[src/rtl/uart_arb_pkg.sv]
// uart_arb_pkg: shared types for the UART TX arbiter.
// State encoding and index-width helper.
package uart_arb_pkg;

    typedef enum logic [1:0] {
        ST_IDLE      = 2'b00,
        ST_LAUNCH    = 2'b01,
        ST_WAIT_DONE = 2'b11
    } arb_state_t;

    // 2'b10 is the spare encoding; it decodes back to ST_IDLE.
    localparam logic [1:0] ST_SPARE = 2'b10;

    function automatic int gid_w(input int n);
        return (n > 1) ? $clog2(n) : 1;
    endfunction

endpackage

[src/rtl/uart_tx_arbiter_rr_select.sv]
// rr_select: round-robin pick of the next requester.
// Scans last_grant+1 upward, wrapping, ending at last_grant.
module rr_select
    import uart_arb_pkg::*;
#(
    parameter int N_REQ = 4,
    parameter int GID_W = 2
) (
    input  logic [N_REQ-1:0] req_valid,
    input  logic [GID_W-1:0] last_grant,
    output logic [GID_W-1:0] sel,
    output logic             any_req
);

    logic [GID_W-1:0] idx;

    // first asserted request after last_grant wins
    always_comb begin
        sel     = last_grant;
        any_req = 1'b0;
        idx     = '0;
        for (int k = 1; k <= N_REQ; k++) begin
            idx = GID_W'((int'(last_grant) + k) % N_REQ);
            if (!any_req && req_valid[idx]) begin
                sel     = idx;
                any_req = 1'b1;
            end
        end
    end

endmodule

[src/rtl/uart_tx_arbiter.sv]
// uart_tx_arbiter: shares one UART TX core among N_REQ producers.
// Round-robin grant, registered launch/wait FSM with timeout.
module uart_tx_arbiter
    import uart_arb_pkg::*;
#(
    parameter int N_REQ       = 4,
    parameter int DATA_W      = 8,
    parameter int TIMEOUT_CYC = 200000,
    localparam int GID_W      = gid_w(N_REQ)
) (
    input  logic                    clk,
    input  logic                    rst,
    input  logic [N_REQ-1:0]        req_valid,
    input  logic [N_REQ*DATA_W-1:0] req_data,
    output logic [N_REQ-1:0]        req_ready,
    output logic [DATA_W-1:0]       tx_data,
    output logic                    tx_start,
    input  logic                    tx_busy,
    input  logic                    tx_done,
    output logic [GID_W-1:0]        grant_id,
    output logic                    busy,
    output logic                    timeout_err
);

    localparam int CNT_W = gid_w(TIMEOUT_CYC);
    localparam logic [GID_W-1:0] GID_LAST = GID_W'(N_REQ - 1);
    localparam logic [CNT_W-1:0] CNT_LAST = CNT_W'(TIMEOUT_CYC - 1);

    arb_state_t        state_q, state_d;
    logic [N_REQ-1:0]  ready_q, ready_d;
    logic              start_q, start_d;
    logic [DATA_W-1:0] data_q, data_d;
    logic [GID_W-1:0]  gid_q, gid_d;
    logic [GID_W-1:0]  last_q, last_d;
    logic [CNT_W-1:0]  cnt_q, cnt_d;
    logic              tmo_q, tmo_d;
    logic [GID_W-1:0]  sel;
    logic              any_req;

    rr_select #(
        .N_REQ (N_REQ),
        .GID_W (GID_W)
    ) u_rr (
        .req_valid  (req_valid),
        .last_grant (last_q),
        .sel        (sel),
        .any_req    (any_req)
    );

    // state and every output pulse/field are registered
    always_ff @(posedge clk) begin
        if (!rst) begin
            state_q <= ST_IDLE;
            ready_q <= '0;
            start_q <= 1'b0;
            data_q  <= '0;
            gid_q   <= GID_LAST;
            last_q  <= GID_LAST;
            cnt_q   <= '0;
            tmo_q   <= 1'b0;
        end else begin
            state_q <= state_d;
            ready_q <= ready_d;
            start_q <= start_d;
            data_q  <= data_d;
            gid_q   <= gid_d;
            last_q  <= last_d;
            cnt_q   <= cnt_d;
            tmo_q   <= tmo_d;
        end
    end

    // next state; pulses default low, fields hold
    always_comb begin
        state_d = ST_IDLE;
        ready_d = '0;
        start_d = 1'b0;
        data_d  = data_q;
        gid_d   = gid_q;
        last_d  = last_q;
        cnt_d   = cnt_q;
        tmo_d   = 1'b0;
        case (state_q)
            ST_IDLE: begin
                if (any_req && !tx_busy) begin
                    for (int i = 0; i < N_REQ; i++) begin
                        if (GID_W'(i) == sel) begin
                            ready_d[i] = 1'b1;
                            data_d = req_data[i*DATA_W +: DATA_W];
                        end
                    end
                    gid_d   = sel;
                    state_d = ST_LAUNCH;
                end
            end
            ST_LAUNCH: begin
                start_d = 1'b1;
                cnt_d   = '0;
                state_d = ST_WAIT_DONE;
            end
            ST_WAIT_DONE: begin
                if (tx_done) begin
                    last_d = gid_q;
                end else if (cnt_q == CNT_LAST) begin
                    tmo_d  = 1'b1;
                    last_d = gid_q;
                end else begin
                    cnt_d   = cnt_q + CNT_W'(1);
                    state_d = ST_WAIT_DONE;
                end
            end
            default: state_d = ST_IDLE;
        endcase
    end

    assign req_ready   = ready_q;
    assign tx_start    = start_q;
    assign tx_data     = data_q;
    assign grant_id    = gid_q;
    assign timeout_err = tmo_q;
    assign busy        = (state_q != ST_IDLE);

endmodule
[config.mk]
export PLATFORM = sky130hd
export DESIGN_NAME = uart_tx_arbiter
export DESIGN_NICKNAME = d
export VERILOG_FILES = /design/src/rtl/uart_arb_pkg.sv /design/src/rtl/uart_tx_arbiter_rr_select.sv /design/src/rtl/uart_tx_arbiter.sv
export SDC_FILE = /design/constraint.sdc
export NUM_CORES = 1
export LEC_CHECK = 0
export BUFFER_PORTS_ARGS = -buffer_cell sky130_fd_sc_hd__buf_2
export CORE_UTILIZATION = 40
export DETAILED_ROUTE_END_ITERATION = 8
export PLACE_DENSITY = 0.67
export SLEW_MARGIN = 25
export SYNTH_ARGS = -nofsm -noshare
export SYNTH_HDL_FRONTEND = slang
export SYNTH_SLANG_ARGS = --single-unit
[constraint.sdc]
create_clock -name clk -period 1.7 [get_ports clk]
set_input_delay 0.255 -clock clk [delete_from_list [all_inputs] [get_ports clk]]
set_output_delay 0.255 -clock clk [all_outputs]
set_load 0.05 [all_outputs]
==> flow_summary.ini <==
[logic_synthesis]
synth_nets = 263
yosysMostFrequentCell = dfxtp_1
synthTopCellsByCount = 38 x dfxtp_1, 20 x mux2i_1, 19 x nand3_1, 19 x nor2_1, 15 x nand2_1
synth.avg_cell_area_um2 = 8.96
yosysTopAreaCell = dfxtp_1
syn_area_um2 = 1990
ys_ff_latch = 38
synth_cell_type_count = 47
yosysTopAreaCellShare_pct = 38.3
yosysSeqAreaShare_pct = 38.3
async_reset_ff_share_pct = 0
syn-instance-count = 222
yosys_warnings = 0
yosys_most_used_dff = dfxtp_1
synth_area_leaders = dfxtp_1 38%, mux2i_1 10%, o221ai_2 6.0%, nand3_1 4.8%, nor2_1 3.6%
synth_edf_count = 0

[power]
combPwrFrac_pct = 22.2
p_int_w = 0.00142
p_sw_w = 0.000595
leakage_nw = 1.26
power_frac_seq_pct = 46.7
switching_share_pct = 29.6
powerDensity_nw_per_um2 = 678
ir_drop_mv = 0.338
p_clk_share_pct = 31.1

[run]
cap_violations = 0

[drt]
route.met3.wl_um = 304
wl_met2_mm = 2.94
vias = 2083
wl_met1_mm = 2.49
dr.pass1.iters = 4
drt_iter0_drc = 199
postRouteAntennaNets = 0
wl_per_cell_um = 15.4
top_layer = met4
finalWirelength_mm = 5.84
drc = 0
vias_per_cell = 5.50

[finish]
stdcell_count = 379
syn2layout_area_growth_pct = 49.3
final_util_pct = 62.4
final_nets = 352
drive_above_1_share_pct = 51.6
antennaDiodeCount = 0

[critical_path]
rrSetupSlack_ns = -0.06
critical_path_arrival_ns = 1.99
critical_path_class = reg2reg
slowest_delay_ns = 0.43
cp_slowest_cell = dfxtp_1
path_cells = nor4b_2 -> nand4_1 -> o21a_1 -> buf_6 -> o22ai_2 -> mux2_4
startpoint_type = flip-flop
crit_required_ns = 1.92
end_kind = flip-flop
path_max_fanout = 4

[sta]
min_period_ns = 1.76
setup_ws_ns = -0.0639
worstMarginPinSlew_ns = 0.441
hold_viol_final = 0
fmax_mhz = 567
finalSetupTns_ns = -0.133
grt_setup_unrepaired = true
setup_viol = 4
hold_ws_ns = 0.289
min_period_over_period_pct = 104
slew_violations = 0
skew_ns = 0.00542
max_slew_margin_pct = 70.3

[global_routing]
first_global_vias = 1827
grtUsageTotal_pct = 20.0
grt_max_degree = 21
antenna_found_initial = 0
grt_overflow_total = 0
grt_pass1_wl_mm = 8.27

[hold_path]
hold_class = in2reg

[clock_tree]
cts_buffers = 5
htree_levels = 2
cts_sinks = 38
holdBufCountCts = 0
clk_path_buf_depth = 2
clk_latency_ns = 0.28
cts_root_buf = clkbuf_8
cts_tree = done
clk_pin_slew_ns = 0.07

[floorplanning]
start_util_pct = 41.8
coreArea_um2 = 4750
ios = 57
dieWidth_um = 72.5
die_h_um = 72.5
die_area_um2 = 5260
rows = 25

[place]
dp.cells = 369
post-place-ws_ns = -0.0409
gp_congestion = 0.922
port_buffers = 56
dp.final_hpwl_mm = 3.95

[status]
violations = negative setup slack
status = complete, but fails checks
[state kept, by name (all words and copies together), names as in the netlist]
name	cells
cnt_q	18
grant_id	2
last_q	2
req_ready	4
state_q	2
timeout_err	1
tx_data	8
tx_start	1
[worst max-delay path, delay by kind of cell (launching register included)]
family                 cells  cell delay, ns
and+or+nand+nor            2            0.56
DFF                        1            0.43
AOI/OAI and AO/OA          2            0.42
buffers and inverters      1            0.13
muxes                      1            0.16
[cell usage in the layout, fill, tap and decap left out, drive strengths merged, types with 2 or more instances in the layout]
master and n:
or4 3, a21o 2, o211ai 5, nor3 9, o31ai 4, xor2 2, buf 92, and2 2
nor2 20, nand4 4, nand2b 3, nand3 19, nor3b 2, nand2 16, mux2i 20, inv 5
or3 3, or2 2, and3 2, o221ai 8, a21oi 11, a211o 3, nor4b 2, dfxtp 38
and4 3, nor4bb 3, o21ai 7, o22ai 2, clkbuf 7
[final cells by class]
| class | count | area [um^2] |
|---|---|---|
| timing repair buffer | 92 | 598 |
| clock buffer | 7 | 86.3 |
| fill | 399 | 1790 |
| tap | 67 | 83.8 |
| inverter | 5 | 18.8 |
| clock inverter | 1 | 5.00 |
| multi-input combinational | 169 | 1390 |
| sequential | 38 | 782 |
[routing by layer]
metal	vias to the layer above	GRT usage, %
li1	1018	-
met1	981	26.2
met2	72	32.1
met3	12	4.58
met4	0	7.84
met5	-	0
[stage by stage]
step | total power, W | area [um^2]
global route | 0.00210 | 2970
detailed placement | 0.00137 | 2600
global placement | 0.00137 | 2600
finish | 0.00201 | 2970
CTS | 0.00199 | 2730
floorplan | 0.00123 | 2000
[repair_timing]
action / in CTS / in global routing
pin swaps: 1 / 17
gates resized for setup: 9 / 57
buffers inserted: 1 / 2
endpoints found under the setup margin: 9 / 23
[logic make-up after synthesis]
kind of cell	Yosys count	share of synthesized area, %
simple gates	96	26.3
compound gates	49	19.8
flops	38	38.3
mux	21	10.6
buf+inv	15	3.52
xor+xnor	2	0.881
fa+ha+maj	1	0.629
[power by group through the flow]
stage          Sequential [W]  Combinational [W]  Clock, W
2_1_floorplan         0.00106           0.000171         0
6_report             0.000939           0.000447  0.000626
4_1_cts              0.000939           0.000414  0.000642
5_1_grt              0.000943           0.000474  0.000687
3_5_place_dp         0.000960           0.000412         0
3_3_place_gp         0.000959           0.000407         0
[worst paths after layout]
check / depth (start not counted) / endpoint / start
max: 6 / cnt_q[8] / cnt_q[16]
min: 3 / tx_data[6] / req_data[14]
max reg2reg: 6 / cnt_q[8] / cnt_q[16]
min reg2reg: 1 / cnt_q[4] / cnt_q[4]
Note: power is estimated with default switching activity, not from simulation.
